<file path="src/rtl/ethernet_pkg.sv">
// Shared Ethernet MAC constants, receive FSM states and the RX descriptor payload.
package ethernet_pkg;

  localparam int unsigned PREAMBLE_BYTES    = 7;
  localparam int unsigned MAC_ADDR_BYTES    = 6;
  localparam int unsigned ETH_TYPE_BYTES    = 2;
  localparam int unsigned CRC_BYTES         = 4;
  localparam int unsigned MIN_PAYLOAD_BYTES = 46;
  localparam int unsigned MAX_PAYLOAD_BYTES = 1500;

  localparam logic [31:0] CRC_POLY = 32'hEDB8_8320;
  localparam logic [31:0] CRC_INIT = 32'hFFFF_FFFF;

  typedef enum logic [3:0] {
    IDLE,
    PREAMBLE,
    MAC_DESTINATION,
    MAC_SOURCE,
    ETH_TYPE,
    PAYLOAD,
    PADDING,
    FRAME_CHECK_SEQUENCE,
    DROP
  } ethernet_rx_states_t;

  typedef struct packed {
    logic [47:0] src_address;
    logic [15:0] payload_length;
    logic        crc_error;
    logic        frame_error;
  } rx_desc_t;

endpackage

</file>
<file path="src/rtl/ethernet_crc32.sv">
// Byte-wide reflected CRC-32 (IEEE 802.3). crc_o[31:24] is the first FCS byte on the wire.
module ethernet_crc32
  import ethernet_pkg::*;
(
  input  logic        clk_i,
  input  logic        rst_i,
  input  logic        init_i,
  input  logic        compute_i,
  input  logic [7:0]  data_i,
  output logic [31:0] crc_o
);

  logic [31:0] crc_q, crc_d;

  function automatic logic [31:0] crc_step(input logic [31:0] crc, input logic [7:0] data);
    logic [31:0] c;
    c = crc;
    for (int i = 0; i < 8; i++) begin
      c = (c[0] ^ data[i]) ? ((c >> 1) ^ CRC_POLY) : (c >> 1);
    end
    return c;
  endfunction

  always_comb begin
    crc_d = crc_q;
    if (init_i) begin
      crc_d = CRC_INIT;
    end else if (compute_i) begin
      crc_d = crc_step(crc_q, data_i);
    end
  end

  always_ff @(posedge clk_i or posedge rst_i) begin
    if (rst_i) begin
      crc_q <= CRC_INIT;
    end else begin
      crc_q <= crc_d;
    end
  end

  // Final complement, byte-ordered so the first transmitted FCS byte sits on top.
  assign crc_o = ~{crc_q[7:0], crc_q[15:8], crc_q[23:16], crc_q[31:24]};

endmodule

</file>
<file path="src/rtl/ethernet_rx.sv">
// RMII receive engine: dibit assembly, destination filter, payload streaming,
// FCS check and descriptor posting.
module ethernet_rx
  import ethernet_pkg::*;
#(
  parameter logic [47:0] MAC_ADDRESS = 48'hFF_FF_FF_FF_FF_FF
) (
  input  logic        clk_i,
  input  logic        rst_i,
  input  logic        receive_i,
  input  logic [1:0]  rmii_rxd_i,
  input  logic        rmii_crsdv_i,
  output logic [7:0]  payload_data_o,
  output logic        write_data_o,
  output logic        write_descriptor_o,
  output logic [47:0] src_address_o,
  output logic [15:0] payload_length_o,
  output logic        crc_error_o,
  output logic        frame_error_o,
  output logic        idle_o
);

  localparam logic [1:0]  DIBIT_PREAMBLE = 2'b10;
  localparam logic [1:0]  DIBIT_SFD      = 2'b11;
  localparam logic [15:0] MAC_LAST       = 16'(MAC_ADDR_BYTES - 1);
  localparam logic [15:0] TYPE_LAST      = 16'(ETH_TYPE_BYTES - 1);
  localparam logic [15:0] CRC_LAST       = 16'(CRC_BYTES - 1);
  localparam logic [15:0] MIN_LEN        = 16'(MIN_PAYLOAD_BYTES);
  localparam logic [15:0] MAX_LEN        = 16'(MAX_PAYLOAD_BYTES);

  ethernet_rx_states_t state_q, state_d;
  logic [7:0]  shift_q, shift_d;
  logic [1:0]  dibit_cnt_q, dibit_cnt_d;
  logic [15:0] byte_cnt_q, byte_cnt_d;
  logic        uc_match_q, uc_match_d;
  logic        bc_match_q, bc_match_d;
  logic [47:0] src_q, src_d;
  logic [15:0] len_q, len_d;
  logic        fcs_bad_q, fcs_bad_d;
  logic [7:0]  payload_data_q, payload_data_d;
  logic        write_data_q, write_data_d;
  logic        write_desc_q, write_desc_d;
  rx_desc_t    desc_q, desc_d;
  logic        idle_q;

  logic [7:0]  rx_byte_c;
  logic        byte_done_c;
  logic [15:0] byte_cnt_inc_c;
  logic [15:0] len_next_c;
  logic        in_frame_c;
  logic [7:0]  mac_byte_c;
  logic [7:0]  crc_ref_c;
  logic [31:0] crc_c;
  logic        crc_init_c;
  logic        crc_compute_c;

  assign rx_byte_c      = {rmii_rxd_i, shift_q[7:2]};
  assign byte_done_c    = (dibit_cnt_q == 2'd3);
  assign byte_cnt_inc_c = byte_cnt_q + 16'd1;
  assign len_next_c     = {len_q[7:0], rx_byte_c};
  assign in_frame_c     = state_q inside {MAC_SOURCE, ETH_TYPE, PAYLOAD, PADDING,
                                          FRAME_CHECK_SEQUENCE};
  assign crc_init_c     = (state_q == IDLE);

  // Station address byte expected at the current destination position, first byte = [47:40].
  always_comb begin
    unique case (byte_cnt_q[2:0])
      3'd0:    mac_byte_c = MAC_ADDRESS[47:40];
      3'd1:    mac_byte_c = MAC_ADDRESS[39:32];
      3'd2:    mac_byte_c = MAC_ADDRESS[31:24];
      3'd3:    mac_byte_c = MAC_ADDRESS[23:16];
      3'd4:    mac_byte_c = MAC_ADDRESS[15:8];
      default: mac_byte_c = MAC_ADDRESS[7:0];
    endcase
  end

  always_comb begin
    unique case (byte_cnt_q[1:0])
      2'd0:    crc_ref_c = crc_c[31:24];
      2'd1:    crc_ref_c = crc_c[23:16];
      2'd2:    crc_ref_c = crc_c[15:8];
      default: crc_ref_c = crc_c[7:0];
    endcase
  end

  ethernet_crc32 u_crc32 (
    .clk_i     (clk_i),
    .rst_i     (rst_i),
    .init_i    (crc_init_c),
    .compute_i (crc_compute_c),
    .data_i    (rx_byte_c),
    .crc_o     (crc_c)
  );

  always_comb begin
    state_d        = state_q;
    shift_d        = shift_q;
    dibit_cnt_d    = dibit_cnt_q;
    byte_cnt_d     = byte_cnt_q;
    uc_match_d     = uc_match_q;
    bc_match_d     = bc_match_q;
    src_d          = src_q;
    len_d          = len_q;
    fcs_bad_d      = fcs_bad_q;
    payload_data_d = payload_data_q;
    write_data_d   = 1'b0;
    write_desc_d   = 1'b0;
    desc_d         = desc_q;
    crc_compute_c  = 1'b0;

    if (receive_i) begin
      shift_d     = rx_byte_c;
      dibit_cnt_d = dibit_cnt_q + 2'd1;

      if (!rmii_crsdv_i && in_frame_c) begin
        // Carrier lost after the filter passed: report a truncated frame.
        write_desc_d = 1'b1;
        desc_d       = '{src_address: src_q, payload_length: len_q,
                         crc_error: 1'b0, frame_error: 1'b1};
        state_d      = IDLE;
      end else if (!rmii_crsdv_i) begin
        state_d = IDLE;
      end else begin
        unique case (state_q)
          IDLE: begin
            if (rmii_rxd_i == DIBIT_PREAMBLE) begin
              state_d     = PREAMBLE;
              dibit_cnt_d = '0;
              byte_cnt_d  = '0;
            end
          end

          PREAMBLE: begin
            dibit_cnt_d = '0;
            byte_cnt_d  = '0;
            uc_match_d  = 1'b1;
            bc_match_d  = 1'b1;
            src_d       = '0;
            len_d       = '0;
            fcs_bad_d   = 1'b0;
            if (rmii_rxd_i == DIBIT_SFD) begin
              state_d = MAC_DESTINATION;
            end else if (rmii_rxd_i != DIBIT_PREAMBLE) begin
              state_d = DROP;
            end
          end

          MAC_DESTINATION: begin
            if (byte_done_c) begin
              crc_compute_c = 1'b1;
              uc_match_d    = uc_match_q && (rx_byte_c == mac_byte_c);
              bc_match_d    = bc_match_q && (rx_byte_c == 8'hFF);
              byte_cnt_d    = byte_cnt_inc_c;
              if (byte_cnt_q == MAC_LAST) begin
                byte_cnt_d = '0;
                state_d    = (uc_match_d || bc_match_d) ? MAC_SOURCE : DROP;
              end
            end
          end

          MAC_SOURCE: begin
            if (byte_done_c) begin
              crc_compute_c = 1'b1;
              src_d         = {src_q[39:0], rx_byte_c};
              byte_cnt_d    = byte_cnt_inc_c;
              if (byte_cnt_q == MAC_LAST) begin
                byte_cnt_d = '0;
                state_d    = ETH_TYPE;
              end
            end
          end

          ETH_TYPE: begin
            if (byte_done_c) begin
              crc_compute_c = 1'b1;
              len_d         = len_next_c;
              byte_cnt_d    = byte_cnt_inc_c;
              if (byte_cnt_q == TYPE_LAST) begin
                byte_cnt_d = '0;
                if (len_next_c > MAX_LEN) begin
                  write_desc_d = 1'b1;
                  desc_d       = '{src_address: src_q, payload_length: len_next_c,
                                   crc_error: 1'b0, frame_error: 1'b1};
                  state_d      = DROP;
                end else if (len_next_c == '0) begin
                  state_d = PADDING;
                end else begin
                  state_d = PAYLOAD;
                end
              end
            end
          end

          PAYLOAD: begin
            if (byte_done_c) begin
              crc_compute_c  = 1'b1;
              write_data_d   = 1'b1;
              payload_data_d = rx_byte_c;
              byte_cnt_d     = byte_cnt_inc_c;
              // The byte counter keeps running through padding up to the minimum size.
              if (byte_cnt_inc_c == len_q) begin
                if (len_q < MIN_LEN) begin
                  state_d = PADDING;
                end else begin
                  byte_cnt_d = '0;
                  state_d    = FRAME_CHECK_SEQUENCE;
                end
              end
            end
          end

          PADDING: begin
            if (byte_done_c) begin
              crc_compute_c = 1'b1;
              byte_cnt_d    = byte_cnt_inc_c;
              if (byte_cnt_inc_c == MIN_LEN) begin
                byte_cnt_d = '0;
                state_d    = FRAME_CHECK_SEQUENCE;
              end
            end
          end

          FRAME_CHECK_SEQUENCE: begin
            if (byte_done_c) begin
              fcs_bad_d  = fcs_bad_q || (rx_byte_c != crc_ref_c);
              byte_cnt_d = byte_cnt_inc_c;
              if (byte_cnt_q == CRC_LAST) begin
                write_desc_d = 1'b1;
                desc_d       = '{src_address: src_q, payload_length: len_q,
                                 crc_error: fcs_bad_d, frame_error: 1'b0};
                state_d      = DROP;
              end
            end
          end

          DROP: begin
            state_d = DROP;
          end

          default: begin
            state_d = IDLE;
          end
        endcase
      end
    end
  end

  always_ff @(posedge clk_i or posedge rst_i) begin
    if (rst_i) begin
      state_q        <= IDLE;
      shift_q        <= '0;
      dibit_cnt_q    <= '0;
      byte_cnt_q     <= '0;
      uc_match_q     <= 1'b0;
      bc_match_q     <= 1'b0;
      src_q          <= '0;
      len_q          <= '0;
      fcs_bad_q      <= 1'b0;
      payload_data_q <= '0;
      write_data_q   <= 1'b0;
      write_desc_q   <= 1'b0;
      desc_q         <= '0;
      idle_q         <= 1'b1;
    end else begin
      state_q        <= state_d;
      shift_q        <= shift_d;
      dibit_cnt_q    <= dibit_cnt_d;
      byte_cnt_q     <= byte_cnt_d;
      uc_match_q     <= uc_match_d;
      bc_match_q     <= bc_match_d;
      src_q          <= src_d;
      len_q          <= len_d;
      fcs_bad_q      <= fcs_bad_d;
      payload_data_q <= payload_data_d;
      write_data_q   <= write_data_d;
      write_desc_q   <= write_desc_d;
      desc_q         <= desc_d;
      idle_q         <= (state_d == IDLE);
    end
  end

  assign payload_data_o     = payload_data_q;
  assign write_data_o       = write_data_q;
  assign write_descriptor_o = write_desc_q;
  assign src_address_o      = desc_q.src_address;
  assign payload_length_o   = desc_q.payload_length;
  assign crc_error_o        = desc_q.crc_error;
  assign frame_error_o      = desc_q.frame_error;
  assign idle_o             = idle_q;

endmodule
</file>
<file path="config.mk">
export PLATFORM = sky130hd
export DESIGN_NAME = ethernet_rx
export DESIGN_NICKNAME = d
export VERILOG_FILES = /design/src/rtl/ethernet_pkg.sv /design/src/rtl/ethernet_crc32.sv /design/src/rtl/ethernet_rx.sv
export SDC_FILE = /design/constraint.sdc
export NUM_CORES = 1
export LEC_CHECK = 0
export ABC_AREA = 1
export CAP_MARGIN = 10
export CORE_MARGIN = 1
export CORE_UTILIZATION = 59
export CTS_CLUSTER_DIAMETER = 200
export DETAILED_ROUTE_END_ITERATION = 10
export PLACE_DENSITY = 0.9
export SKIP_LAST_GASP = 1
export SLEW_MARGIN = 20
export SYNTH_ARGS = -nofsm -noshare
export SYNTH_HDL_FRONTEND = slang
export SYNTH_HIERARCHICAL = 1
export SYNTH_SLANG_ARGS = --single-unit
export TNS_END_PERCENT = 20
</file>
<file path="constraint.sdc">
create_clock -name clk_i -period 6.6 [get_ports clk_i]
set_input_delay 1.32 -clock clk_i [delete_from_list [all_inputs] [get_ports clk_i]]
set_output_delay 1.32 -clock clk_i [all_outputs]
set_load 0.01 [all_outputs]
</file>
==> run summary, run 1 <==
Top_reg_cell synth - dfrtp_1
Max stage delay on crit path - 0.58 ns
Hold path depth - 2
Crit end category - flop
GRT met2 Usage - 50.7%
Buffers and inverters on the worst path - 3
HPWL Detailed - 20.3 mm
GR Layer Usage met1 - 39.4%
Post-synth EDFFs - 0
Cell Rows - 50
Worst-path fanout max - 116
Initial DRC count - 889
Final Hold Viols - 0
Status - complete, no violations
Vias per inst - 5.79
Hold Crit Start - u_crc32/crc_q[20]
DRT antenna net count - 0
CP max-delay cell - and2_1
Asr flop ratio synth - 100%
Worst Setup SP - rmii_rxd_i[1]
Ys Warns - 6
Layout area overhead - 13.6%
GR Layer Usage met3 - 3.62%
Final Critical Period - 3.92 ns
Final setup viols - 0
Vias in the first global route - 9733
Pin count of the biggest net entering global routing - 117
Post-CTS Setup Bufs - 0
Arr. time, crit path - 4.27 ns
Fillcell total - 1468
RSZ-0062 raised after global routing - no
Routed length per instance - 16.9 µm
Final Skew - 0.00763 ns
CP Launch Type - input port
First-pass GRT wire length - 48.0 mm
Most used cell, CP - nand2_1
Final nets - 1507
Syn Std Cell Area - 11300 µm²
Total track usage - 30.6%
Slew @ Worst Pin - 0.916 ns
CP delay by family, top - simple AND/OR/NAND/NOR gates
Worst path required time - 6.95 ns
Gr ovfl total - 0
Via count - 10093
Max Slew Vio Count - 0
Fin area - 12800 µm²
Power per cell area - 307 nW/µm²
Skew-Pair Late Insertion Delay - 0.51 ns
# DRC - 0
Critical path class - input port to flop
Worst vdd ir - 0.000270 V
FF-to-FF End - src_address_o[20]
Maxcap violations - 0
DRT Wirelength - 29.5 mm
Mapped Nets - 1451
Sequential element share of the synthesized area - 45.6%
Worst R2R Start - shift_q[6]
Initial antenna violation count - 0
GP Congestion - 0.975
Root buf cell - clkbuf_16
Ports - 83
Count of buffers from port buffering - 82
Full die area - 19700 µm²
GRT busiest layer - met2
Slew HR - 38.9%
Period utilization - 59.4%
Fmax - 0.255 GHz
HP Class - flop to flop
Diode count - 0
Max clock buf depth - 3
Die extent in y - 140 µm
CTS Sinks - 204
Placed Area - 12200 µm²
CORE AREA - 18700 µm²
Setup TNS - 0 ns
R2R depth - 11
Syn Area/Cell - 7.84 µm²
First-pass DRT Iterations - 6
Initial Utilization - 60.3%
Count of cell types in the netlist - 55
Hold Path End - u_crc32/crc_q[20]
Clock slew at reported path FFs - 0.06 ns
Leakage Power - 6.01 nW
Synth Register Bits - 204
Die width - 140 µm
Synth Instances - 1439
Quantity of gates resized following cts - 0
H-tree depth - 1
R2r setup slk - 3.36 ns
Cts bufs inserted - 21
Worst path cell trace - clkdlybuf4s50_1, buf_4, nand2_1, nor2_1, a21oi_1, and2_1, nor2_1, nand2_1, nand3b_1, and2_1, inv_6, nand2_1, o21ai_0
CTS tree - yes
Layout cells sized above 1 - 13.2%
Post-CTS Hold Fix Bufs - 0
==> cells in the mapped netlist (4+ instances only) <==
cell	instances	share of area [%]
nor3_1	8	0.35
inv_2	22	0.73
nand2_4	13	1.3
nand3_1	140	6.2
o22ai_1	12	0.67
xnor2_1	5	0.39
o21ai_0	138	6.1
dfstp_2	33	7.7
nor2_1	69	2.3
o211ai_1	18	1.2
a21oi_1	18	0.80
nand2_1	379	13
nor2_4	5	0.50
nor2_2	9	0.50
nand4_1	20	1.1
ha_1	6	0.67
xor2_1	24	1.9
o21ai_1	16	0.71
nor4_1	4	0.22
o21ai_2	24	1.9
buf_2	24	1.1
inv_1	172	5.7
nand2_2	32	1.8
dfrtp_1	171	38
clkbuf_1	24	0.80
==> cell families (layout without fill, tap and decap cells) <==
logic type	count (synthesis)	count (layout)	share of synthesized area (%)
flops	204	204	45.6
buf+inv	256	327	9.54
compound gates	245	245	12.8
fa+ha+maj	6	6	0.666
simple gates	692	692	27.9
xor+xnor	36	36	3.47
==> power by group <==
| group | internal [mW] | leakage [nW] | total [mW] | switching [mW] |
|---|---|---|---|---|
| registers | 1.51 | 2.53 | 1.72 | 0.213 |
| logic | 0.444 | 3.16 | 1.08 | 0.639 |
| clock network | 0.637 | 0.321 | 1.12 | 0.484 |
| total | 2.59 | 6.01 | 3.93 | 1.34 |
==> how the worst max path moves through the flow <==
stage | end | cells after the start
after floorplan | bc_match_q | 1
after global placement | src_address_o[32] | 13
after detailed placement | src_address_o[5] | 13
after CTS | src_address_o[3] | 13
after global routing | src_address_o[15] | 13
final | src_address_o[20] | 13
==> stage by stage <==
stage	setup slack (ns)	total power, mW	hold WS (ns)	std cells	util [%]
2_1_floorplan	0.622	2.34	0.447	1439	-
3_5_place_dp	2.25	2.79	0.465	1706	65.1
5_1_grt	2.48	4.13	0.482	1744	68.5
4_1_cts	2.76	3.93	0.476	1744	68.5
3_3_place_gp	2.35	2.74	0.459	1706	65.1
6_report	2.68	3.93	0.469	1744	68.5
==> placed cells by master, fill, tap and decap left out, types with 5 or more instances in the layout <==
cell	netlist	final
a21oi_1	18	18
buf_4	1	11
clkbuf_1	24	7
clkbuf_16	0	21
clkdlybuf4s50_1	0	82
dfrtp_1	171	171
dfstp_2	33	33
ha_1	6	6
inv_1	172	171
inv_2	22	22
nand2_1	379	379
nand2_2	32	32
nand2_4	13	13
nand3_1	140	140
nand4_1	20	20
nor2_1	69	68
nor2_2	9	9
nor2_4	5	6
nor3_1	8	8
o211ai_1	18	18
o21ai_0	138	138
o21ai_1	16	16
o21ai_2	24	24
o22ai_1	12	12
xnor2_1	5	5
xor2_1	24	24
==> metal layers <==
| layer | part of all wire [%] | vias to the layer above |
|---|---|---|
| met4 | 4.7 | 0 |
| li1 | - | 4743 |
| met2 | 48 | 492 |
| met1 | 40 | 4751 |
| met5 | 0 | - |
| met3 | 7.3 | 107 |
==> tightest hold or removal path: stages (launching register included) <==
cell and delay (ns):
dfstp_2 0.36, nand2_1 0.05, nand2_1 0.05
==> state kept, by name (all words and copies together), names as in the netlist, 4 cells and up <==
signal,count
u_crc32/crc_q,32
payload_data_o,8
state_q,4
shift_q,6
byte_cnt_q,16
len_q,16
src_address_o,48
src_q,48
payload_length_o,16
==> final cells by class <==
| class | instances | area, µm² | area share [%] |
|---|---|---|---|
| Timing Repair Buffer | 93 | 903 | 7.05 |
| Inverter | 196 | 748 | 5.84 |
| Sequential cell | 204 | 5150 | 40.2 |
| Multi-Input combinational cell | 979 | 5080 | 39.6 |
| Clock buffer | 32 | 607 | 4.74 |
| Tap cell | 234 | 293 | 2.29 |
| Clock inverter | 6 | 37.5 | 0.293 |
No activity file was read; power rests on OpenSTA's default activity.
==> run 2: changes to the inputs <==
--- a/config.mk
+++ b/config.mk
@@ -8,10 +8,10 @@
 export ABC_AREA = 1
 export CAP_MARGIN = 10
 export CORE_MARGIN = 1
-export CORE_UTILIZATION = 59
+export CORE_UTILIZATION = 54
 export CTS_CLUSTER_DIAMETER = 200
 export DETAILED_ROUTE_END_ITERATION = 10
-export PLACE_DENSITY = 0.9
+export PLACE_DENSITY = 0.87
 export SKIP_LAST_GASP = 1
 export SLEW_MARGIN = 20
 export SYNTH_ARGS = -nofsm -noshare
==> constraint.sdc (replaced) <==
create_clock -name clk_i -period 3.15 [get_ports clk_i]
set_input_delay 0.63 -clock clk_i [delete_from_list [all_inputs] [get_ports clk_i]]
set_output_delay 0.63 -clock clk_i [all_outputs]
set_load 0.01 [all_outputs]
==> run 2 against run 1 <==
Compared with the run above:
- sequential power increased by 110%
- clock power rose by 150%
- combinational power is 110% higher
- sequential share of layout area down 0.99 points
- clock skew increased by 0.017 ns
- final cell count rose by 2.8%
- worst hold slack better by 0.0054 ns
- largest cell class unchanged
- power rose by 120%
- highest routed layer unchanged
- critical path depth shrank 2
==> run summary, run 2 (synthesized netlist as in run 1, its figures left out) <==
Die extent in y - 147 µm (+4.5%)
Skew-Pair Late Insertion Delay - 0.51 ns (about the same)
Layout cells sized above 1 - 14.2% (+1.0 points)
FF-to-FF End - src_address_o[27]
Fillcell total - 1679 (+14%)
Pin count of the biggest net entering global routing - 117 (unchanged)
GRT busiest layer - met2
CTS Sinks - 204 (unchanged)
Diode count - 0 (unchanged)
Period utilization - 83.2%
R2R depth - 11 (unchanged)
Total track usage - 27.3% (-3.3 points)
Final nets - 1519 (+0.80%)
First-pass GRT wire length - 47.4 mm (-1.3%)
CTS tree - yes
Worst path cell trace - inv_1, nor2_1, nand4_1, and2_1, nor2_1, nand2_1, nand3b_1, and2_1, inv_6, nand2_1, o21ai_0
CP Launch Type - flop
# DRC - 0 (unchanged)
HP Class - flop to flop
H-tree depth - 1 (unchanged)
Initial antenna violation count - 0 (unchanged)
Worst path required time - 3.50 ns (-3.45 ns)
GRT met2 Usage - 45.0% (-5.6 points)
CORE AREA - 20400 µm² (+8.9%)
GP Congestion - 0.978 (+0.33%)
Ports - 83 (unchanged)
Final core utilization - 64.5% (-4.0 points)
Max Slew Vio Count - 0 (unchanged)
Worst R2R Start - shift_q[6]
Quantity of gates resized following cts - 0 (unchanged)
First-pass DRT Iterations - 5 (-1)
Clock slew at reported path FFs - 0.06 ns (about the same)
Final Skew - 0.0244 ns (+0.0167 ns)
Count of buffers from port buffering - 82 (unchanged)
Routed length per instance - 16.2 µm (-4.2%)
Full die area - 21500 µm² (+9.1%)
Worst-path fanout max - 116 (unchanged)
Via count - 10058 (-0.35%)
DRT Wirelength - 29.0 mm (-1.5%)
Final Critical Period - 2.62 ns
Buffers and inverters on the worst path - 2 (-1)
Post-CTS Hold Fix Bufs - 0 (unchanged)
Hold path depth - 2 (unchanged)
Status - complete, no violations
Initial Utilization - 55.4% (-4.9 points)
Leakage Power - 6.14 nW (+2.2%)
Die width - 147 µm (+4.5%)
CP delay by family, top - simple AND/OR/NAND/NOR gates
Gr ovfl total - 0 (unchanged)
Slew @ Worst Pin - 0.834 ns (-0.0819 ns)
Initial DRC count - 890 (+0.11%)
Hold Crit Start - u_crc32/crc_q[23]
Hold Path End - u_crc32/crc_q[23]
Crit end category - flop
Arr. time, crit path - 2.98 ns (-1.29 ns)
RSZ-0062 raised after global routing - no
Final setup viols - 0 (unchanged)
Power per cell area - 660 nW/µm² (+120%)
Maxcap violations - 0 (unchanged)
Root buf cell - clkbuf_16
Setup TNS - 0 ns (unchanged)
Vias per inst - 5.61 (-3.1%)
GR Layer Usage met1 - 36.1% (-3.3 points)
Worst vdd ir - 0.000270 V (about the same)
Cts bufs inserted - 22 (+4.8%)
Critical path class - flop to flop
Fmax - 0.381 GHz
Final Hold Viols - 0 (unchanged)
CP max-delay cell - dfrtp_1
Max stage delay on crit path - 0.70 ns (+0.12 ns)
HPWL Detailed - 20.4 mm (+0.42%)
Vias in the first global route - 9433 (-3.1%)
Cell Rows - 52 (+4.0%)
Post-CTS Setup Bufs - 0 (unchanged)
GR Layer Usage met3 - 3.75% (+0.13 points)
Slew HR - 44.4% (+5.5 points)
Layout area overhead - 16.5%
DRT antenna net count - 0 (unchanged)
Most frequent cells in the layout - nand2_1 (379), inv_1 (171), dfrtp_1 (171)
R2r setup slk - 0.53 ns (-2.83 ns)
Most common cell after layout, fill and taps aside - nand2_1
Max clock buf depth - 3 (unchanged)
==> run 2: cell count changes in the layout (fill, tap and decap cells not counted), sizes merged <==
cell and change:
inv -2, clkinv +1, clkinvlp +3, buf +11
bufinv +4, clkbuf -4
==> run 2: area by class of cell <==
cell class                 count  area [µm²]  area share (%)
clock buffer                  28         614            4.68
clock inverter                12         179            1.36
inverter                     196         747            5.69
multi-input combinational    979        5080            38.6
sequential                   204        5150            39.2
tap                          270         338            2.57
timing repair buffer         104        1040            7.89
==> run 2: layer usage <==
layer	up-vias	wire [µm]
li1	4786	-
met1	4771	12000
met2	427	14000
met3	74	1990
met4	0	1020
met5	-	0
==> run 2: how the worst max path moves through the flow <==
| stage | start | endpoint | slack (ns) | cells past startpoint |
|---|---|---|---|---|
| floorplan | rst_i | bc_match_q | 0.32 | 1 |
| global placement | rmii_rxd_i[1] | crc_error_o | 0.19 | 11 |
| detailed placement | rmii_rxd_i[1] | src_address_o[3] | 0.10 | 11 |
| CTS | len_q[6] | src_address_o[27] | 0.56 | 13 |
| global route | byte_cnt_q[0] | byte_cnt_q[2] | 0.29 | 14 |
| finish | shift_q[6] | src_address_o[27] | 0.53 | 11 |
==> run 2: power by group <==
group	switching [mW]	total, mW	internal, mW	leakage, nW
logic	1.33	2.27	0.943	3.23
clock network	1.07	2.79	1.72	0.384
registers	0.438	3.60	3.16	2.53
total	2.84	8.66	5.83	6.14
==> run 2: worst reg2reg max path: stages (launching register included) <==
cell and delay, ns:
dfrtp_1 0.70, inv_1 0.20, nor2_1 0.21, nand4_1 0.10
and2_1 0.18, nor2_1 0.10, nand2_1 0.07, nand3b_1 0.07
and2_1 0.22, inv_6 0.27, nand2_1 0.24, o21ai_0 0.11
==> run 2: stage by stage <==
step / cells / setup WS [ns] / power (mW) / hold slack, ns / cell area [µm²]
after CTS: 1793 / 0.556 / 8.70 / 0.473 / 13100
after global placement: 1753 / 0.187 / 5.76 / 0.459 / 12300
final: 1793 / 0.528 / 8.66 / 0.475 / 13100
after global routing: 1793 / 0.291 / 9.12 / 0.496 / 13100
after detailed placement: 1753 / 0.104 / 5.86 / 0.464 / 12300
after floorplan: 1439 / 0.324 / 4.91 / 0.447 / 11300
